[src/rtl/inst_fetch.sv]
// ---------------------------------------------------------------------------
// inst_fetch
//
// Instruction-fetch responder sitting between the PC block, instruction
// memory and decode. It samples the PC's current value, runs a req/ack read
// to memory and hands (inst, pc) pairs to decode over valid/ready. A single
// entry skid buffer holds a returned word when decode is back-pressuring.
// pc_stall tells the PC block whether it may advance by 4 at the next edge.
//
// Optional feature (macro INST_FETCH_TIMEOUT_EN): an ack watchdog that
// abandons a request after TIMEOUT_CYC waiting cycles, pulses fetch_fault and
// re-fetches from the current pc. Without the macro the block waits for
// mem_ack indefinitely and has no fetch_fault port.
//
// Ports:
//   clk, rst     rising-edge clock, asynchronous active-high reset
//   pc           current PC value
//   branch_flag  redirect/flush (PC loads the target on the same edge)
//   mem_req      read request, held high until mem_ack
//   mem_addr     read address, stable while mem_req is high
//   mem_ack      one-cycle response strobe; mem_rdata valid with it
//   mem_rdata    instruction word
//   id_valid     id_inst/id_pc valid toward decode
//   id_ready     decode accepts when id_valid & id_ready
//   id_inst      fetched instruction (NOP_INST after reset/flush)
//   id_pc        address of id_inst
//   pc_stall     combinational; 0 lets the PC advance by 4
//   fetch_fault  (optional) one-cycle pulse on watchdog expiry
// ---------------------------------------------------------------------------
module inst_fetch #(
    parameter int          ADDR_W   = 32,
    parameter logic [31:0] NOP_INST = 32'h0000_0000
`ifdef INST_FETCH_TIMEOUT_EN
    ,
    parameter int          TIMEOUT_CYC = 15
`endif
) (
    input  logic              clk,
    input  logic              rst,
    input  logic [ADDR_W-1:0] pc,
    input  logic              branch_flag,
    output logic              mem_req,
    output logic [ADDR_W-1:0] mem_addr,
    input  logic              mem_ack,
    input  logic [31:0]       mem_rdata,
    output logic              id_valid,
    input  logic              id_ready,
    output logic [31:0]       id_inst,
    output logic [ADDR_W-1:0] id_pc,
    output logic              pc_stall
`ifdef INST_FETCH_TIMEOUT_EN
    ,
    output logic              fetch_fault
`endif
);

    typedef enum logic [1:0] {IDLE, REQ, SKID, DRAIN} state_t;

    localparam logic [ADDR_W-1:0] STEP = ADDR_W'(4);

    state_t            state, state_d;
    logic [ADDR_W-1:0] addr_d, id_pc_d, skid_addr, skid_addr_d;
    logic [31:0]       id_inst_d, skid_inst, skid_inst_d;
    logic              id_valid_d;
    logic              slot_free;

`ifdef INST_FETCH_TIMEOUT_EN
    localparam int               CNT_W    = $clog2(TIMEOUT_CYC + 1);
    localparam logic [CNT_W-1:0] CNT_LAST = CNT_W'(TIMEOUT_CYC - 1);

    logic [CNT_W-1:0] wait_cnt, wait_cnt_d;
    logic             fault_d;
`endif

    // Request is a pure function of state so an asynchronous reset drops it
    // immediately, even in the middle of an outstanding read.
    assign mem_req   = (state == REQ) || (state == DRAIN);
    assign slot_free = !id_valid || id_ready;

    // NOTE: every signal written here gets a default first; a path that
    // leaves one unassigned would infer a latch.
    always_comb begin
        state_d     = state;
        addr_d      = mem_addr;
        id_valid_d  = id_valid & ~id_ready;  // decode consumption
        id_inst_d   = id_inst;
        id_pc_d     = id_pc;
        skid_inst_d = skid_inst;
        skid_addr_d = skid_addr;
        pc_stall    = 1'b1;
`ifdef INST_FETCH_TIMEOUT_EN
        wait_cnt_d  = '0;
        fault_d     = 1'b0;
`endif

        if (branch_flag) begin
            // Redirect wins over everything. An outstanding read without its
            // ack must still be completed, so it is drained and discarded.
            id_valid_d  = 1'b0;
            id_inst_d   = NOP_INST;
            skid_inst_d = '0;
            skid_addr_d = '0;
            case (state)
                REQ, DRAIN: state_d = mem_ack ? IDLE : DRAIN;
                default:    state_d = IDLE;
            endcase
        end else begin
            case (state)
                IDLE: begin
                    addr_d  = pc;
                    state_d = REQ;
                end
                REQ: begin
                    if (mem_ack) begin
                        if (slot_free) begin
                            id_valid_d = 1'b1;
                            id_inst_d  = mem_rdata;
                            id_pc_d    = mem_addr;
                            addr_d     = mem_addr + STEP;
                            pc_stall   = 1'b0;
                        end else begin
                            // Output slot busy: park the word, stop requesting.
                            skid_inst_d = mem_rdata;
                            skid_addr_d = mem_addr;
                            state_d     = SKID;
                        end
                    end
                end
                SKID: begin
                    if (id_ready) begin
                        id_valid_d = 1'b1;
                        id_inst_d  = skid_inst;
                        id_pc_d    = skid_addr;
                        addr_d     = skid_addr + STEP;
                        pc_stall   = 1'b0;
                        state_d    = REQ;
                    end
                end
                DRAIN: begin
                    if (mem_ack) state_d = IDLE;
                end
                default: state_d = IDLE;
            endcase
        end

`ifdef INST_FETCH_TIMEOUT_EN
        // Watchdog counts consecutive ack-less cycles in one waiting state.
        if (mem_req && !mem_ack && (state_d == state)) begin
            if (wait_cnt == CNT_LAST) begin
                state_d = IDLE;
                fault_d = 1'b1;
            end else begin
                wait_cnt_d = wait_cnt + 1'b1;
            end
        end
`endif
    end

    // NOTE: sequential state uses non-blocking assignments so every register
    // samples the pre-edge values regardless of statement order.
    always_ff @(posedge clk or posedge rst) begin
        if (rst) state <= IDLE;
        else     state <= state_d;
    end

    // NOTE: the skid entry is a plain register, not a memory array, so it is
    // reset along with the rest of the datapath.
    always_ff @(posedge clk or posedge rst) begin
        if (rst) begin
            mem_addr  <= '0;
            id_valid  <= 1'b0;
            id_inst   <= NOP_INST;
            id_pc     <= '0;
            skid_inst <= '0;
            skid_addr <= '0;
        end else begin
            mem_addr  <= addr_d;
            id_valid  <= id_valid_d;
            id_inst   <= id_inst_d;
            id_pc     <= id_pc_d;
            skid_inst <= skid_inst_d;
            skid_addr <= skid_addr_d;
        end
    end

`ifdef INST_FETCH_TIMEOUT_EN
    always_ff @(posedge clk or posedge rst) begin
        if (rst) begin
            wait_cnt    <= '0;
            fetch_fault <= 1'b0;
        end else begin
            wait_cnt    <= wait_cnt_d;
            fetch_fault <= fault_d;
        end
    end
`endif

endmodule

[config.mk]
export PLATFORM = sky130hd
export DESIGN_NAME = inst_fetch
export DESIGN_NICKNAME = d
export VERILOG_FILES = /design/src/rtl/inst_fetch.sv
export SDC_FILE = /design/constraint.sdc
export NUM_CORES = 1
export LEC_CHECK = 0
export BUFFER_PORTS_ARGS = -buffer_cell sky130_fd_sc_hd__buf_2
export CAP_MARGIN = 20
export CORE_MARGIN = 2
export CORE_UTILIZATION = 55
export DETAILED_ROUTE_END_ITERATION = 16
export PLACE_DENSITY = 0.8
export SYNTH_ARGS = -nofsm -noshare
export SYNTH_HDL_FRONTEND = slang
export SYNTH_SLANG_ARGS = --single-unit
[constraint.sdc]
create_clock -name clk -period 6.85 [get_ports clk]
set_input_delay 1.7125 -clock clk [delete_from_list [all_inputs] [get_ports clk]]
set_output_delay 1.7125 -clock clk [all_outputs]
set_load 0.01 [all_outputs]
==> out/summary.md <==
Summing the areas of all compound-gate instances in the mapped netlist gives 16.5% of the synthesized area. The leftover overflow at the end of global routing is 0, and the number of diodes added for antenna fixing is 0. STA classifies the critical path endpoint as an output pin. The average detailed-routed wire length per instance is 17.2 um. Counting both buffers and inverters, the worst setup path holds a total of 3. Category of the most critical setup path: input port to output pin. The H-tree was split into 4 levels. Time the final worst path needs with I/O delays and setup: 4640 ps.

The logs give 430 ps for the clock latency of the later-clocked register in the worst-skew pair and 17 for the TritonCTS buffer count. The worst hold path passes through 2 cells. Setup repair after global routing left no endpoint under its margin. During synthesis, Yosys emitted a total of 0 warnings. Data arrival at the endpoint of the critical path: 2930 ps. In this run the critical register-to-register path is captured at mem_addr[26]$_DFFE_PP0P_.

The cell internal power dissipation was 2450 uW; the number of vias per cell after detailed routing was 5.76. Counting buffers and inverters, the worst setup path is 7 cells deep. In this run switching power makes up 41.1% of total power.

The count of nets left with antenna violations once routing finished came out at 0. For the HPWL reported at the end of detailed placement, the log shows 13400 um. Signal routing reaches up to met4. Summing the areas of all xor and xnor instances in the mapped netlist gives 3.08% of the synthesized area.

For this block, the initial DRC count from the detailed router was 620. The run gives 49.4% as the fraction of the yosys area taken by sequential cells. Leaving out fill and tap cells, the most frequent cell in the layout is sky130_fd_sc_hd__buf_2. The wire length of the first global-routing pass is 34700 um, and the wire length on met2 is 9920 um. Along the worst path, the maximum fanout reaches 7. The tree is rooted in a sky130_fd_sc_hd__clkbuf_16.

The overall die height came out at 127 um. The number of max-slew violations in the final report came out at 0. The largest single stage delay on the critical path is 420 ps.

The power share of the combinational group came out at 41.8%. The main combinational cell family by area after synthesis is simple AND/OR/NAND/NOR gates. For the via count of the first global-routing pass, the log shows 6806.

Kind of start point of the critical path: an input port. On the final layout, the worst clock skew is 4.86 ps. In this run the horizontal extent of the chip is 127 um. Entering global routing, the biggest net connects 112 pins. Once the clock tree was built, the resizer swapped 0 gates to a different size. The launch point of the worst hold path is id_pc[14]$_DFFE_PP0P_. In the synthesized netlist, the number of instances is 906.

The remaining design rule violation count came out at 0. In the layout the commonest cells are sky130_fd_sc_hd__buf_2 (166), sky130_fd_sc_hd__nand2_1 (164), sky130_fd_sc_hd__dfrtp_1 (163). When the netlist entered floorplanning its net count stood at 979. In this run the tool buffered the top-level ports with 167 buffer cells. Counting stages on the worst path, the most repeated cell is sky130_fd_sc_hd__buf_2. At the worst endpoint, the required time is 5140 ps. The logs give 1181 for the filler cell count in the final layout and 49 for the post-synthesis cell type count. On the critical path, the stage with the largest delay is an instance of sky130_fd_sc_hd__or3_1. Among cell families on the critical path, the largest total delay comes from simple AND/OR/NAND/NOR gates. Class of the tightest hold or removal check: flip-flop to flip-flop. The clock-pin slew reported for the worst setup and hold paths after clock tree synthesis came out at 60 ps. The upper clock frequency limit was 0.216 GHz.

Walking the worst path, the cells encountered are buf_2, nand2b_1, a21boi_1, or3_1, nor2_4, inv_1, buf_2. Setup violations remaining at the end of the flow were counted as 0. TritonCTS built the clock tree. The detailed router put a total of 9280 um of wire on met1.

The fraction of power consumed by sequential logic came out at 36.2%. The max-slew headroom at the worst pin was 26.5%. The total power per unit cell area is 428 nW/um^2, and the detailed-router iteration count before antenna repair is 5. After Yosys synthesis, and, or, nand and nor cells account for 18.5% of the synthesized area.

For this block, the via count after detailed routing is 7102. The synthesis-stage register bit count is 163. For the number of top-level pins, the log shows 168. Before CTS, the worst setup slack after placement is 2200 ps. The fraction of registers with async set or reset after synthesis works out to 100%. In this run, synthesis inferred 0 flip-flops with an integrated enable. In the final layout, the share of cells above drive strength 1 is 22.0%. The number of rows in the core area is 44, and the area enclosed by the die boundary is 16000 sq um.

The number of cells on the worst reg-to-reg path is 9. The run gives 8260 sq um as the cell area after synthesis. After Yosys synthesis, full adders, half adders and majority gates account for 0.606% of the synthesized area. The run gives 163 as the clock sink total. For this configuration, the core starts out at a cell density of 56.6%. In this run, post-CTS hold repair placed 0 buffers. The layout overhead on the synthesized area came out at 17.7%.

The reg-to-reg critical path startpoint was state[0]$_DFFE_PP0P_. After clock tree synthesis, the setup repair step added 0 buffers. The congestion estimate from routability-driven global placement came to 0.870. VDD sags by at most 0.254 mV. The worst hold path terminates at id_pc[14]$_DFFE_PP0P_. The tool flagged a number of max-cap violations equal to 0.

The portion of the clock cycle consumed by the worst path in the final layout came out at 67.7%. The reported net switching power is 1710 uW, and the area of the core is 14600 sq um. The number of failing hold endpoints at the final stage was 0.

After routing, the total negative slack on setup checks comes to 0 ps. The flow ran to the end, and the final reports show no timing, DRC or antenna violations. The run gives 2210 ps as the setup slack of the critical path after layout. The most used flip-flop cell after synthesis is sky130_fd_sc_hd__dfrtp_1. At the end of the flow, the number of nets in the layout was 1108. The analysis attributes to cell leakage a power of 0.00421 uW.

Setup slack on the worst reg-to-reg path comes out at 3100 ps. The synthesized area per cell was 9.12 sq um. Of the post-synthesis cell area, the part taken by muxes is 7.57%. In the global route stage, overall resource usage came out at 27.1%. The run gives 0 as the number of antenna violations at the first check in global routing. The run gives 21200 um as the total wire length.

The clock network accounts for 22.0% of the total power. For the amount of wire on met3 after detailed routing, the log shows 1600 um. In this run the deepest clock path goes through 2 buffers. The slew at the pin closest to its max-slew limit was 1100 ps.
==> kinds of logic after synthesis <==
| kind of cell | count (synthesis) |
|---|---|
| AO/OA/AOI/OAI | 229 |
| XOR/XNOR | 29 |
| adder cells (fa/ha/maj) | 4 |
| buffers and inverters | 78 |
| flip-flops | 163 |
| multiplexers | 62 |
| AND/OR/NAND/NOR | 341 |
==> cells in the mapped netlist (all sizes together), types with 4 or more instances <==
master | number | area (sq um)
nand2 | 164 | 616
dfrtp | 163 | 4080
a21oi | 128 | 641
nor2 | 104 | 395
mux2i | 58 | 581
clkbuf | 43 | 161
a211oi | 38 | 303
buf | 24 | 155
nand3 | 24 | 138
xnor2 | 23 | 201
o21ai | 21 | 109
o22ai | 17 | 106
inv | 11 | 41.3
nand3b | 11 | 124
a22oi | 10 | 75.1
and3 | 10 | 62.6
nand2b | 7 | 43.8
nand4 | 7 | 50.1
xor2 | 6 | 52.6
a31oi | 4 | 25.0
ha | 4 | 50.1
mux2 | 4 | 45.0
nand4b | 4 | 35.0
==> registers in the layout, indices dropped and copies added, names as in the netlist <==
| name | flops |
|---|---|
| id_inst | 32 |
| id_pc | 32 |
| mem_addr | 32 |
| skid_addr | 32 |
| skid_inst | 32 |
| state | 2 |
| id_valid | 1 |
==> metrics by stage <==
stage	instance area, sq um	util [%]	hold WS, ps	cells	power, uW
after floorplan	8260	-	501	906	2650
final	9720	66.6	520	1232	4160
after CTS	9690	66.4	521	1231	4160
after global routing	9720	66.6	535	1232	4430
after global placement	9130	62.6	496	1199	3200
after detailed placement	9130	62.6	508	1199	3240
==> worst max-delay path by stage <==
stage | from | end | slack [ps]
after floorplan | rst | id_inst[0]$_DFFE_PP0P_ | 730
after global placement | id_ready | pc_stall | 2210
after detailed placement | id_ready | pc_stall | 2200
after CTS | id_ready | pc_stall | 2200
after global routing | id_ready | pc_stall | 2130
final | id_ready | pc_stall | 2210
==> routing by layer <==
| metal | track usage [%] | vias to the layer above |
|---|---|---|
| li1 | - | 3393 |
| met1 | 36.2 | 3422 |
| met2 | 42.9 | 259 |
| met3 | 7.59 | 28 |
| met4 | 8.92 | 0 |
| met5 | 0 | - |
==> power by group through the flow <==
stage	combinational, uW	sequential [uW]	clock (uW)
CTS	1740	1500	921
global route	1920	1550	963
finish	1740	1510	914
floorplan	1070	1580	0
detailed placement	1730	1510	0
global placement	1690	1510	0
==> area by class of cell <==
class                      instances  area (sq um)  area share [%]
clock buffer                      19           453            4.66
tap                              184           230            2.37
multi-input combinational        665          3870            39.8
timing repair buffer             177           933            9.60
clock inverter                    13           109            1.12
inverter                          11          46.3           0.476
sequential                       163          4080            42.0
==> worst register-to-register path: stages, from the launching register on <==
cell	delay (ps)
sky130_fd_sc_hd__dfrtp_1	410
sky130_fd_sc_hd__inv_1	110
sky130_fd_sc_hd__ha_4	780
sky130_fd_sc_hd__buf_4	730
sky130_fd_sc_hd__mux2i_1	340
sky130_fd_sc_hd__a211oi_4	370
sky130_fd_sc_hd__nand4_2	250
sky130_fd_sc_hd__a211oi_2	300
sky130_fd_sc_hd__xor2_1	190
sky130_fd_sc_hd__o22ai_1	100
(Power assumes the default switching activity.)
